File: config.mk
export PLATFORM = sky130hd
export DESIGN_NAME = dkong_obj_dma_sched_flat
export DESIGN_NICKNAME = d
export VERILOG_FILES = /design/src/rtl/dkong_obj_dma_sched_if.sv /design/src/rtl/dkong_obj_dma_sched.sv /design/src/flat_wrapper.sv
export SDC_FILE = /design/constraint.sdc
export NUM_CORES = 1
export LEC_CHECK = 0
export BUFFER_PORTS_ARGS = -buffer_cell sky130_fd_sc_hd__buf_2
export CAP_MARGIN = 20
export CORE_ASPECT_RATIO = 2
export CORE_MARGIN = 5
export CORE_UTILIZATION = 57
export CTS_CLUSTER_SIZE = 20
export DETAILED_ROUTE_END_ITERATION = 10
export HOLD_SLACK_MARGIN = 0.03
export PLACE_DENSITY = 0.88
export SLEW_MARGIN = 30
export SYNTH_ARGS = -nofsm -noshare
export SYNTH_HDL_FRONTEND = slang
export SYNTH_SLANG_ARGS = --single-unit
File: constraint.sdc
create_clock -name I_CLK -period 3.91 [get_ports I_CLK]
set_input_delay 1.173 -clock I_CLK [delete_from_list [all_inputs] [get_ports I_CLK]]
set_output_delay 1.173 -clock I_CLK [all_outputs]
set_load 0.01 [all_outputs]
File: src/rtl/dkong_obj_dma_sched_if.sv
// Signal bundle for dkong_obj_dma_sched: pixel enable, vblank, CPU hold handshake,
// source RAM read port and object buffer write port.
interface dkong_obj_dma_sched_if;
   logic       I_CE;
   logic       I_V_BLANKn;
   logic       I_CPU_HLDA;
   logic       O_CPU_HOLD;
   logic [9:0] O_SRC_A;
   logic [7:0] I_SRC_D;
   logic [8:0] O_DST_A;
   logic [7:0] O_DST_D;
   logic       O_DST_WE;
   logic       O_BANK;
   logic       O_BUSY;
   logic       O_OVERRUN;

   modport master (
      input  I_CE, I_V_BLANKn, I_CPU_HLDA, I_SRC_D,
      output O_CPU_HOLD, O_SRC_A, O_DST_A, O_DST_D, O_DST_WE, O_BANK, O_BUSY, O_OVERRUN
   );

   modport slave (
      output I_CE, I_V_BLANKn, I_CPU_HLDA, I_SRC_D,
      input  O_CPU_HOLD, O_SRC_A, O_DST_A, O_DST_D, O_DST_WE, O_BANK, O_BUSY, O_OVERRUN
   );
endinterface

File: src/rtl/dkong_obj_dma_sched.sv
// Frame-synchronous object DMA: copies LEN bytes from CPU work RAM to the object buffer at vblank start.
// Define DKONG_OBJ_DMA_DBUF_EN for a double-buffered object RAM (write bank = ~O_BANK, O_DST_A is the in-bank offset).
module dkong_obj_dma_sched #(
   parameter int unsigned LEN      = 384,
   parameter logic [9:0]  SRC_BASE = 10'h100
) (
   input logic                   I_CLK,
   input logic                   I_RST,
   dkong_obj_dma_sched_if.master bus
);
   localparam logic [8:0] LAST_IDX = 9'(LEN - 1);

   typedef enum logic [2:0] {
      ST_IDLE  = 3'd0,
      ST_REQ   = 3'd1,
      ST_COPY  = 3'd2,
      ST_FLUSH = 3'd3,
      ST_DONE  = 3'd4
   } state_t;

   state_t     state_q, state_d;
   logic       vbl_q, vbl_d;
   logic [8:0] n_q, n_d;
   logic       hold_q, hold_d;
   logic [9:0] src_a_q, src_a_d;
   logic [8:0] dst_a_q, dst_a_d;
   logic [7:0] dst_d_q, dst_d_d;
   logic       we_q, we_d;
   logic       bank_q, bank_d;
   logic       busy_q, busy_d;
   logic       ovr_q, ovr_d;
   logic       start_s;
   logic       vbl_end_s;

   assign start_s   = vbl_q & ~bus.I_V_BLANKn;
   assign vbl_end_s = bus.I_V_BLANKn;

   // Next-state and output decode; everything advances only on a pixel step
   always_comb begin
      state_d = state_q;
      vbl_d   = vbl_q;
      n_d     = n_q;
      hold_d  = hold_q;
      src_a_d = src_a_q;
      dst_a_d = dst_a_q;
      dst_d_d = dst_d_q;
      we_d    = 1'b0;
      bank_d  = bank_q;
      ovr_d   = ovr_q;
      if (bus.I_CE) begin
         vbl_d = bus.I_V_BLANKn;
         case (state_q)
            ST_IDLE: begin
               if (start_s) begin
                  state_d = ST_REQ;
                  hold_d  = 1'b1;
                  ovr_d   = 1'b0;
               end else begin
                  state_d = ST_IDLE;
               end
            end
            ST_REQ: begin
               if (vbl_end_s) begin
                  state_d = ST_IDLE;
                  hold_d  = 1'b0;
                  ovr_d   = 1'b1;
               end else if (bus.I_CPU_HLDA) begin
                  state_d = ST_COPY;
                  n_d     = 9'd0;
               end else begin
                  state_d = ST_REQ;
               end
            end
            ST_COPY: begin
               // Each step issues address n and writes byte n-1, whose read was issued last step
               if (vbl_end_s) begin
                  state_d = ST_IDLE;
                  hold_d  = 1'b0;
                  ovr_d   = 1'b1;
               end else if (bus.I_CPU_HLDA) begin
                  src_a_d = SRC_BASE + {1'b0, n_q};
                  if (n_q != 9'd0) begin
                     we_d    = 1'b1;
                     dst_a_d = n_q - 9'd1;
                     dst_d_d = bus.I_SRC_D;
                  end else begin
                     dst_a_d = dst_a_q;
                  end
                  if (n_q == LAST_IDX) begin
                     state_d = ST_FLUSH;
                  end else begin
                     n_d = n_q + 9'd1;
                  end
               end else begin
                  state_d = ST_COPY;
               end
            end
            ST_FLUSH: begin
               // A granted final write wins over a coincident vblank end
               if (bus.I_CPU_HLDA) begin
                  we_d    = 1'b1;
                  dst_a_d = LAST_IDX;
                  dst_d_d = bus.I_SRC_D;
                  state_d = ST_DONE;
               end else if (vbl_end_s) begin
                  state_d = ST_IDLE;
                  hold_d  = 1'b0;
                  ovr_d   = 1'b1;
               end else begin
                  state_d = ST_FLUSH;
               end
            end
            ST_DONE: begin
               hold_d  = 1'b0;
               state_d = ST_IDLE;
`ifdef DKONG_OBJ_DMA_DBUF_EN
               bank_d  = ~bank_q;
`endif
            end
            default: begin
               state_d = ST_IDLE;
               hold_d  = 1'b0;
            end
         endcase
      end else begin
         vbl_d = vbl_q;
      end
      busy_d = (state_d != ST_IDLE);
   end

   // State and output registers; reset overrides the pixel enable
   always_ff @(posedge I_CLK) begin
      if (I_RST) begin
         state_q <= ST_IDLE;
         vbl_q   <= 1'b0;
         n_q     <= 9'd0;
         hold_q  <= 1'b0;
         src_a_q <= SRC_BASE;
         dst_a_q <= 9'd0;
         dst_d_q <= 8'd0;
         we_q    <= 1'b0;
         bank_q  <= 1'b0;
         busy_q  <= 1'b0;
         ovr_q   <= 1'b0;
      end else begin
         state_q <= state_d;
         vbl_q   <= vbl_d;
         n_q     <= n_d;
         hold_q  <= hold_d;
         src_a_q <= src_a_d;
         dst_a_q <= dst_a_d;
         dst_d_q <= dst_d_d;
         we_q    <= we_d;
         bank_q  <= bank_d;
         busy_q  <= busy_d;
         ovr_q   <= ovr_d;
      end
   end

   assign bus.O_CPU_HOLD = hold_q;
   assign bus.O_SRC_A    = src_a_q;
   assign bus.O_DST_A    = dst_a_q;
   assign bus.O_DST_D    = dst_d_q;
   assign bus.O_DST_WE   = we_q;
   assign bus.O_BANK     = bank_q;
   assign bus.O_BUSY     = busy_q;
   assign bus.O_OVERRUN  = ovr_q;
endmodule
File: src/flat_wrapper.sv
// flat-port wrapper written by rule: the top's interface ports become plain ports
module dkong_obj_dma_sched_flat 
#(
   parameter int unsigned LEN      = 384,
   parameter logic [9:0]  SRC_BASE = 10'h100
)
  (I_CLK, I_RST, bus_I_CE, bus_I_V_BLANKn, bus_I_CPU_HLDA, bus_I_SRC_D, bus_O_CPU_HOLD, bus_O_SRC_A, bus_O_DST_A, bus_O_DST_D, bus_O_DST_WE, bus_O_BANK, bus_O_BUSY, bus_O_OVERRUN);
  dkong_obj_dma_sched_if bus_i ();
  input logic I_CLK;
  input logic I_RST;
  input wire logic [$bits(bus_i.I_CE)-1:0] bus_I_CE;
  input wire logic [$bits(bus_i.I_V_BLANKn)-1:0] bus_I_V_BLANKn;
  input wire logic [$bits(bus_i.I_CPU_HLDA)-1:0] bus_I_CPU_HLDA;
  input wire logic [$bits(bus_i.I_SRC_D)-1:0] bus_I_SRC_D;
  output wire logic [$bits(bus_i.O_CPU_HOLD)-1:0] bus_O_CPU_HOLD;
  output wire logic [$bits(bus_i.O_SRC_A)-1:0] bus_O_SRC_A;
  output wire logic [$bits(bus_i.O_DST_A)-1:0] bus_O_DST_A;
  output wire logic [$bits(bus_i.O_DST_D)-1:0] bus_O_DST_D;
  output wire logic [$bits(bus_i.O_DST_WE)-1:0] bus_O_DST_WE;
  output wire logic [$bits(bus_i.O_BANK)-1:0] bus_O_BANK;
  output wire logic [$bits(bus_i.O_BUSY)-1:0] bus_O_BUSY;
  output wire logic [$bits(bus_i.O_OVERRUN)-1:0] bus_O_OVERRUN;
  assign bus_i.I_CE = bus_I_CE;
  assign bus_i.I_V_BLANKn = bus_I_V_BLANKn;
  assign bus_i.I_CPU_HLDA = bus_I_CPU_HLDA;
  assign bus_i.I_SRC_D = bus_I_SRC_D;
  assign bus_O_CPU_HOLD = bus_i.O_CPU_HOLD;
  assign bus_O_SRC_A = bus_i.O_SRC_A;
  assign bus_O_DST_A = bus_i.O_DST_A;
  assign bus_O_DST_D = bus_i.O_DST_D;
  assign bus_O_DST_WE = bus_i.O_DST_WE;
  assign bus_O_BANK = bus_i.O_BANK;
  assign bus_O_BUSY = bus_i.O_BUSY;
  assign bus_O_OVERRUN = bus_i.O_OVERRUN;
  dkong_obj_dma_sched #(.LEN(LEN), .SRC_BASE(SRC_BASE)) u_core (.I_CLK(I_CLK), .I_RST(I_RST), .bus(bus_i));
endmodule
# After elaboration in Yosys (flattened, before gate mapping)
# Cells that the tools add are included.
word_totals:
  reg_bits: 44
  input_bits: 13
  out_inout_bits: 32
classes:
  add_sub_neg: 3
  n_eq_ne: 13
  mux: 39
  bitwise_logic: 3
  reduce_logical: 13
ops:
  columns: ["operator", "n"]
  rows:
  - ["9-bit two-way mux", 9]
  - ["9-bit case mux with 2 select lines", 2]
  - ["8-bit two-way mux", 4]
  - ["3-bit two-way mux", 6]
  - ["8-bit case mux with 2 select lines", 1]
  - ["2-bit inequality test (second input constant)", 7]
  - ["3-bit case mux with 4 select lines", 1]
  - ["1-bit two-way mux", 11]
  - ["9-bit by 9-bit adder with 10-bit output (first input constant)", 1]
  - ["9-bit by 1-bit adder with 9-bit output (second input constant)", 1]
  - ["9-bit == test (second input constant)", 1]
  - ["9-bit nonzero test", 1]
  - ["9-bit by 1-bit subtractor with 9-bit output (second input constant)", 1]
  - ["4-bit AND reduction", 2]
  - ["7-bit AND reduction", 1]
  - ["3-bit by 2-bit == test with 1-bit output (second input constant)", 2]
  - ["1-bit case mux with 3 select lines", 2]
  - ["6-bit AND reduction", 1]
  - ["3-bit nonzero test", 2]
  - ["2-bit two-way mux", 2]
  - ["2-bit by 1-bit inequality test with 1-bit output (second input constant)", 2]
  - ["2-bit nonzero test", 2]
  - ["2-bit OR reduction", 2]
  - ["3-bit by 1-bit == test with 1-bit output (second input constant)", 1]
  - ["5 further kinds", 6]

# Longest topological paths before layout
# Gate-level depths: netlist (run 1).
depth:
  ltp_word: 7
  mapped_depth: 8
  depth_no_buf: 6

# Least setup slack after synthesis (run 1)
# Ideal clock, no wire load.
synth_timing:
  path_type: "input to register"
  start: "in bus_I_CE"
  end: "reg u_core.dst_a_q[5], in the netlist u_core.bus.O_DST_A[5]"
  setup_time_ns: 0.086
  t_arrival_ns: 2.435
  path_slack_ns: 1.389
  path_stages: 6
  n_path_buf: 2
  cell_sequence: "clkbuf_1 nand4b_1 a21oi_1 clkbuf_1 a21oi_2 a211oi_1"
synth_between:
  elab_chain_len: 1
synth_rtl:
  columns: ["item", "line", "source"]
  rows:
  - ["start: declaration", "flat_wrapper.sv:11", "input wire logic [$bits(bus_i.I_CE)-1:0] bus_I_CE;"]
  - ["6-bit AND reduction (no line)", null, null]
  - ["end signal: assignment", "dkong_obj_dma_sched.sv:151", "dst_a_q <= dst_a_d;"]
  - ["end: declaration", "dkong_obj_dma_sched.sv:26", "logic [8:0] dst_a_q, dst_a_d;"]
# Every way passes these cells.
# A chain may end at the register's enable or synchronous reset.

# Worst setup path in the final report (run 1)
layout_timing:
  start: "in bus_I_V_BLANKn"
  end: "reg u_core.dst_a_q[5], in the netlist u_core.bus.O_DST_A[5]"
layout_between:
  elab_chain_len: 2
layout_rtl:
  columns: ["item", "line", "source"]
  rows:
  - ["start: declaration", "flat_wrapper.sv:12", "input wire logic [$bits(bus_i.I_V_BLANKn)-1:0] bus_I_V_BLANKn;"]
  - ["2-bit inequality test (no line)", null, null]
  - ["6-bit AND reduction (no line)", null, null]
# Every way passes these cells.

==> results of run 1 <==
[per-layer routing]
layer	track usage, %	share of wire (%)	up-vias	routed length, µm
met5	0	0	-	0
met4	9.808	2.7	0	136
met3	3.876	5.4	12	275
met2	40.46	56	78	2887
met1	22.81	36	931	1817
li1	-	-	963	-
[sequential cells by signal, summed over array words and instances, names as in the netlist]
| register | flops |
|---|---|
| u_core.bus.O_CPU_HOLD | 1 |
| u_core.bus.O_OVERRUN | 1 |
| u_core.bus.O_DST_D | 8 |
| u_core.bus.O_DST_A | 9 |
| u_core.vbl_q | 1 |
| u_core.bus.O_SRC_A | 10 |
| u_core.bus.O_BUSY | 1 |
| u_core.bus.O_DST_WE | 1 |
| u_core.state_q | 3 |
| u_core.n_q | 9 |
[path summary, 6_finish.rpt]
check | end | start
setup / recovery | u_core.bus.O_DST_A[5]$_SDFFE_PP0P_ | bus_I_V_BLANKn
hold / removal | u_core.bus.O_SRC_A[3]$_SDFFE_PP0P_ | u_core.bus.O_SRC_A[3]$_SDFFE_PP0P_
setup reg to reg | u_core.bus.O_DST_A[0]$_SDFFE_PP0P_ | u_core.n_q[0]$_SDFFE_PP0P_
hold reg to reg | u_core.bus.O_SRC_A[3]$_SDFFE_PP0P_ | u_core.bus.O_SRC_A[3]$_SDFFE_PP0P_
[stage by stage]
stage | hold WS (ps) | util [%] | total power, W
after floorplan | 469.9 | - | 0.0004788
after global placement | 447.6 | 62.85 | 0.0004888
after detailed placement | 446.1 | 62.85 | 0.0004894
after CTS | 457.9 | 67.26 | 0.0009549
after global routing | 480.5 | 67.26 | 0.0009809
final | 456.7 | 67.26 | 0.0009513
[worst max-delay path, cell delays in order]
cell and delay, ps:
buf_2 170, and4bb_2 360, nand3_1 430, nor2_1 300
a211oi_1 110
[synth_stat cells (all sizes together) (4+ instances only)]
| cell | instances | area share, % |
|---|---|---|
| clkbuf | 10 | 1.8 |
| a21oi | 34 | 8.4 |
| a211oi | 5 | 1.8 |
| nor2 | 6 | 1.1 |
| nand4 | 5 | 1.5 |
| nand2 | 24 | 4.3 |
| o21ai | 14 | 3.3 |
| xnor2 | 5 | 2.1 |
| and3 | 4 | 1.2 |
| o31ai | 5 | 1.8 |
| or4 | 6 | 2.5 |
| nor4 | 4 | 1.5 |
| nand3 | 19 | 4.5 |
| buf | 14 | 4.3 |
| inv | 6 | 1.1 |
| nor3 | 4 | 0.95 |
| dfxtp | 44 | 42 |
[power breakdown]
part	total (W)	switching (W)	internal [W]	leakage, nW
Clock	0.000472	0.000153	0.000319	0.0784
Sequential	0.000451	0.00000159	0.000449	0.355
Combinational	0.0000282	0.0000184	0.00000983	0.514
Total	0.000951	0.000173	0.000778	0.947
[final cells by class]
| cell class | instances | area (µm²) |
|---|---|---|
| Multi-Input combinational cell | 174 | 1072 |
| Clock inverter | 3 | 90.09 |
| Fill cell | 304 | 1181 |
| Inverter | 6 | 22.52 |
| Tap cell | 49 | 61.31 |
| Clock buffer | 5 | 68.82 |
| Sequential cell | 44 | 880.8 |
| Timing Repair Buffer | 45 | 230.2 |
[logic make-up after synthesis]
logic type	share of synthesized area, %
simple gates	23.44
mux	0.4759
fa+ha+maj	1.190
flops	41.88
xor+xnor	3.331
other cells	0.1783
compound gates	22.37
buf+inv	7.138
==> flow_summary.yaml, run 1 <==
setup_path:
  start_kind: "input pin"
  endpoint_kind: "flip-flop"
  cp.arrival_ps: 2540
  regToRegSetupSlack_ps: 1680
  crit_required_ps: 4070
  crit_type: "in -> reg"
  reg2reg_depth: 6
  cp_max_fo: 15
drt:
  route.detailed.drc: 0
  detail-route-antenna-nets: 0
  wl_um: 5117
  drt_pass1_iterations: 4
  drtIter0Drc: 102
  via_count: 1984
  routedWlPerCell_um: 15.70
  via_per_inst: 6.086
final_layout:
  final_cell_count_no_fill: 326
  layout-drive-gt1-share_pct: 23.47
  mostFrequentLayoutCells: "dfxtp_1 (44), buf_2 (43), a21oi_1 (32), nand2_1 (24), nand3_1 (19)"
  insertedDiodeCount: 0
  layout_commonest_cell: "dfxtp_1"
  stdcell_area_um2: 2426
  area_growth_pct: 15.35
  fin_nets: 291
placed_design:
  post_dp_cell_area_um2: 2267
  placed_cells: 318
  place.gp.congestion: 0.8844
  place_ws_ps: 1258
  io_buffers: 43
  hpwl_um: 3763
clocking:
  clk_latency_ps: 300
  path_clk_slew_ps: 80
  cts_resized: 0
  cts-htree-levels: 2
  ctsHoldBuffers: 0
  cts_max_path_buffers: 2
  cts_sinks: 44
  cts_made_buffers: 5
  cts_tree: "done"
  cts-root-buf: "clkbuf_8"
  cts_setup_buffers: 0
power_and_ir_drop:
  ir_worst_vdd_uv: 368.6
  power_density_nw_per_um2: 392.1
  power_leakage_nw: 0.9469
floorplan:
  die_area_um2: 5079
  die_w_um: 52.96
  core-area_um2: 3607
  die_h_um: 95.91
  start_util_pct: 58.31
  io_pins: 45
  rows: 31
sta:
  skew_ps: 6.047
  setup_ws_ps: 1532
  setup-violations-final: 0
  rsz0062_at_grt: "false"
  worst_pin_slew_ps: 567.3
  slew_headroom_pct: 62.07
  period_minus_slack_ps: 2378
  period_share_pct: 60.81
  fmax_ghz: 0.4206
  fin_setup_tns_ps: 0
  hold_violations: 0
  slew_viol_final: 0
synth:
  syn_nets: 263
  postSynth.asyncResetShare_pct: 0
  syn_area_um2: 2103
  synth_edf_count: 0
  synth_warnings: 0
  syn-instance-count: 248
  ys_seq_area_share_pct: 41.88
  synth_flop_cell: "dfxtp_1"
  avgSynthCellArea_um2: 8.481
  yosys_register_bits: 44
  synth.distinct_cells: 50
grt:
  antenna_found_initial: 0
  grt_use_total_pct: 21.80
  grt_pass1_wl_um: 8252
  grt_pass1_vias: 1828
  grt-ovfl-total: 0
  grt_max_degree: 33
min_path:
  hold_path.class: "reg -> reg"
  hold_depth: 2
flow_run:
  drv_cap: 0
status:
  status: "finished, final reports clean"
Power figures use the tool's default switching activity.
==> run 2, diff against run 1 <==
--- a/config.mk
+++ b/config.mk
@@ -5,15 +5,16 @@
 export SDC_FILE = /design/constraint.sdc
 export NUM_CORES = 1
 export LEC_CHECK = 0
+export ABC_AREA = 1
 export BUFFER_PORTS_ARGS = -buffer_cell sky130_fd_sc_hd__buf_2
 export CAP_MARGIN = 20
 export CORE_ASPECT_RATIO = 2
 export CORE_MARGIN = 5
-export CORE_UTILIZATION = 57
+export CORE_UTILIZATION = 55
 export CTS_CLUSTER_SIZE = 20
 export DETAILED_ROUTE_END_ITERATION = 10
 export HOLD_SLACK_MARGIN = 0.03
-export PLACE_DENSITY = 0.88
+export PLACE_DENSITY = 0.84
 export SLEW_MARGIN = 30
 export SYNTH_ARGS = -nofsm -noshare
 export SYNTH_HDL_FRONTEND = slang
==> constraint.sdc (replaced) <==
create_clock -name I_CLK -period 2.4 [get_ports I_CLK]
set_input_delay 0.72 -clock I_CLK [delete_from_list [all_inputs] [get_ports I_CLK]]
set_output_delay 0.72 -clock I_CLK [all_outputs]
set_load 0.01 [all_outputs]
==> flow_summary.yaml, run 2 <==
status:
  status: "finished, final reports clean"
synth:
  syn-instance-count: 344
  synth.distinct_cells: 31
  synth_flop_cell: "dfxtp_1"
  ys_seq_area_share_pct: 37.83
  synthTopCellsByArea: "dfxtp_1 (38%), nand2_1 (15%), nor2_1 (9.0%)"
  yosysTopAreaCellShare_pct: 37.83
  synth_warnings: 0
  avgSynthCellArea_um2: 6.769
  synth_top_cell_by_area: "dfxtp_1"
  syn_area_um2: 2328
  synthTopCellsByCount: "nand2_1 (91), nor2_1 (56), dfxtp_1 (44), inv_1 (28), a21oi_1 (27)"
  postSynth.asyncResetShare_pct: 0
  syn_nets: 359
  yosysMostFrequentCell: "nand2_1"
  synth_edf_count: 0
  yosys_register_bits: 44
flow_run:
  drv_cap: 0
drt:
  drtIter0Drc: 77
  drt_pass1_iterations: 4
  routedWlPerCell_um: 12.49
  route.detailed.drc: 0
  via_per_inst: 5.210
  via_count: 2287
  wl_um: 5485
  detail-route-antenna-nets: 0
min_path:
  hold_path.class: "reg -> reg"
  hold_depth: 2
final_layout:
  area_growth_pct: 13.38
  fin_nets: 402
  final_cell_count_no_fill: 439
  insertedDiodeCount: 0
  stdcell_area_um2: 2640
  utilization_pct: 64.59
  layout_commonest_cell: "nand2_1"
  layout-drive-gt1-share_pct: 20.41
  largest_reg_flops: 10
  mostFrequentLayoutCells: "nand2_1 (91), nor2_1 (56), dfxtp_1 (44), buf_2 (43), inv_1 (28)"
floorplan:
  io_pins: 45
  core-area_um2: 4088
  die_h_um: 102.0
  rows: 33
  start_util_pct: 56.96
  die_w_um: 56.01
  die_area_um2: 5714
placed_design:
  io_buffers: 43
  post_dp_cell_area_um2: 2559
  placed_cells: 432
  place.gp.congestion: 0.9186
  hpwl_um: 4171
grt:
  antenna_found_initial: 0
  grt_pass1_vias: 2178
  grt-ovfl-total: 0
  grt_use_total_pct: 19.95
  grt_pass1_wl_um: 9190
  grt_max_degree: 26
setup_path:
  crit_required_ps: 2590
  regToRegSetupSlack_ps: 340
  start_kind: "flip-flop"
  cp_max_fo: 25
  cp.arrival_ps: 2250
  endpoint_kind: "flip-flop"
  reg2reg_depth: 11
  crit_type: "reg -> reg"
power_and_ir_drop:
  comb_power_share_pct: 5.4
  power_leakage_nw: 1.252
  p_sw_w: 0.0002871
  clkPwrFrac_pct: 35.3
  ir_worst_vdd_uv: 370.7
  power_density_nw_per_um2: 470.9
  swShare_pct: 23.09
  seqPwrFrac_pct: 59.3
  power.internal_w: 0.0009561
sta:
  hold_ws_ps: 454.8
  period_share_pct: 86.02
  setup-violations-final: 0
  period_minus_slack_ps: 2064
  skew_ps: 9.155
  hold_violations: 0
  fin_setup_tns_ps: 0
  slew_headroom_pct: 55.99
  worst_pin_slew_ps: 659.4
  rsz0062_at_grt: "false"
  slew_viol_final: 0
  fmax_ghz: 0.4844
clocking:
  ctsHoldBuffers: 0
  cts_max_path_buffers: 2
  cts_resized: 0
  cts_made_buffers: 5
  cts-root-buf: "clkbuf_8"
  cts-htree-levels: 2
  cts_tree: "done"
  cts_sinks: 44
  path_clk_slew_ps: 80
  cts_setup_buffers: 0
  clk_latency_ps: 290
## run 2: cells by family after synthesis
logic type	Yosys count	synth area share, %
and+or+nand+nor	195	37.78
AOI/OAI and AO/OA	52	12.36
buffers and inverters	48	10.05
DFF	44	37.83
xor gates and xnor gates	2	0.7524
adders and majority gates	2	1.075
other	1	0.1610
## run 2: final cells by class
cell class | count | area (µm²)
multi-input cells | 252 | 1214
fillers | 391 | 1448
clock inverters | 2 | 12.51
well taps | 52 | 65.06
repair buffers | 51 | 275.3
clock buffers | 5 | 68.82
flip-flops and latches | 44 | 880.8
inverters | 33 | 123.9
## run 2: worst paths after layout
path,start,endpoint
hold reg to reg,u_core.bus.O_OVERRUN$_SDFFE_PP0P_,u_core.bus.O_OVERRUN$_SDFFE_PP0P_
setup / recovery,u_core.n_q[0]$_SDFFE_PP0P_,u_core.bus.O_DST_A[4]$_SDFFE_PP0P_
hold / removal,u_core.bus.O_OVERRUN$_SDFFE_PP0P_,u_core.bus.O_OVERRUN$_SDFFE_PP0P_
setup reg to reg,u_core.n_q[0]$_SDFFE_PP0P_,u_core.bus.O_DST_A[4]$_SDFFE_PP0P_
## run 2: power by group through the flow
stage	combinational [W]	sequential, W	clock, W
6_report	0.0000677	0.000737	0.000438
5_1_grt	0.0000768	0.000738	0.000486
4_1_cts	0.0000684	0.000737	0.000447
3_5_place_dp	0.0000680	0.000754	0
3_3_place_gp	0.0000665	0.000754	0
2_1_floorplan	0.0000430	0.000756	0
## run 2: per-layer routing
metal,track usage (%),part of all wire (%),up-vias
li1,-,-,1173
met1,19.59,37,1024
met2,37.42,54,63
met3,3.666,4.9,27
met4,12.98,4.0,0
met5,0,0,-
## run 2: critical path: stages (launching register included)
cell,delay (ps)
dfxtp_1,350
inv_1,200
ha_1,200
inv_1,40
nor2_1,150
nand2_1,120
nor2_2,200
nand3_4,290
nand2_4,240
nand2_1,70
nand2_1,60
nor2_1,30
## run 2: per-stage QoR
step	setup slack [ps]	power, W
floorplan	712.7	0.0007985
global placement	336.4	0.0008208
detailed placement	297.0	0.0008225
CTS	350.0	0.001253
global route	183.8	0.001301
finish	335.6	0.001243
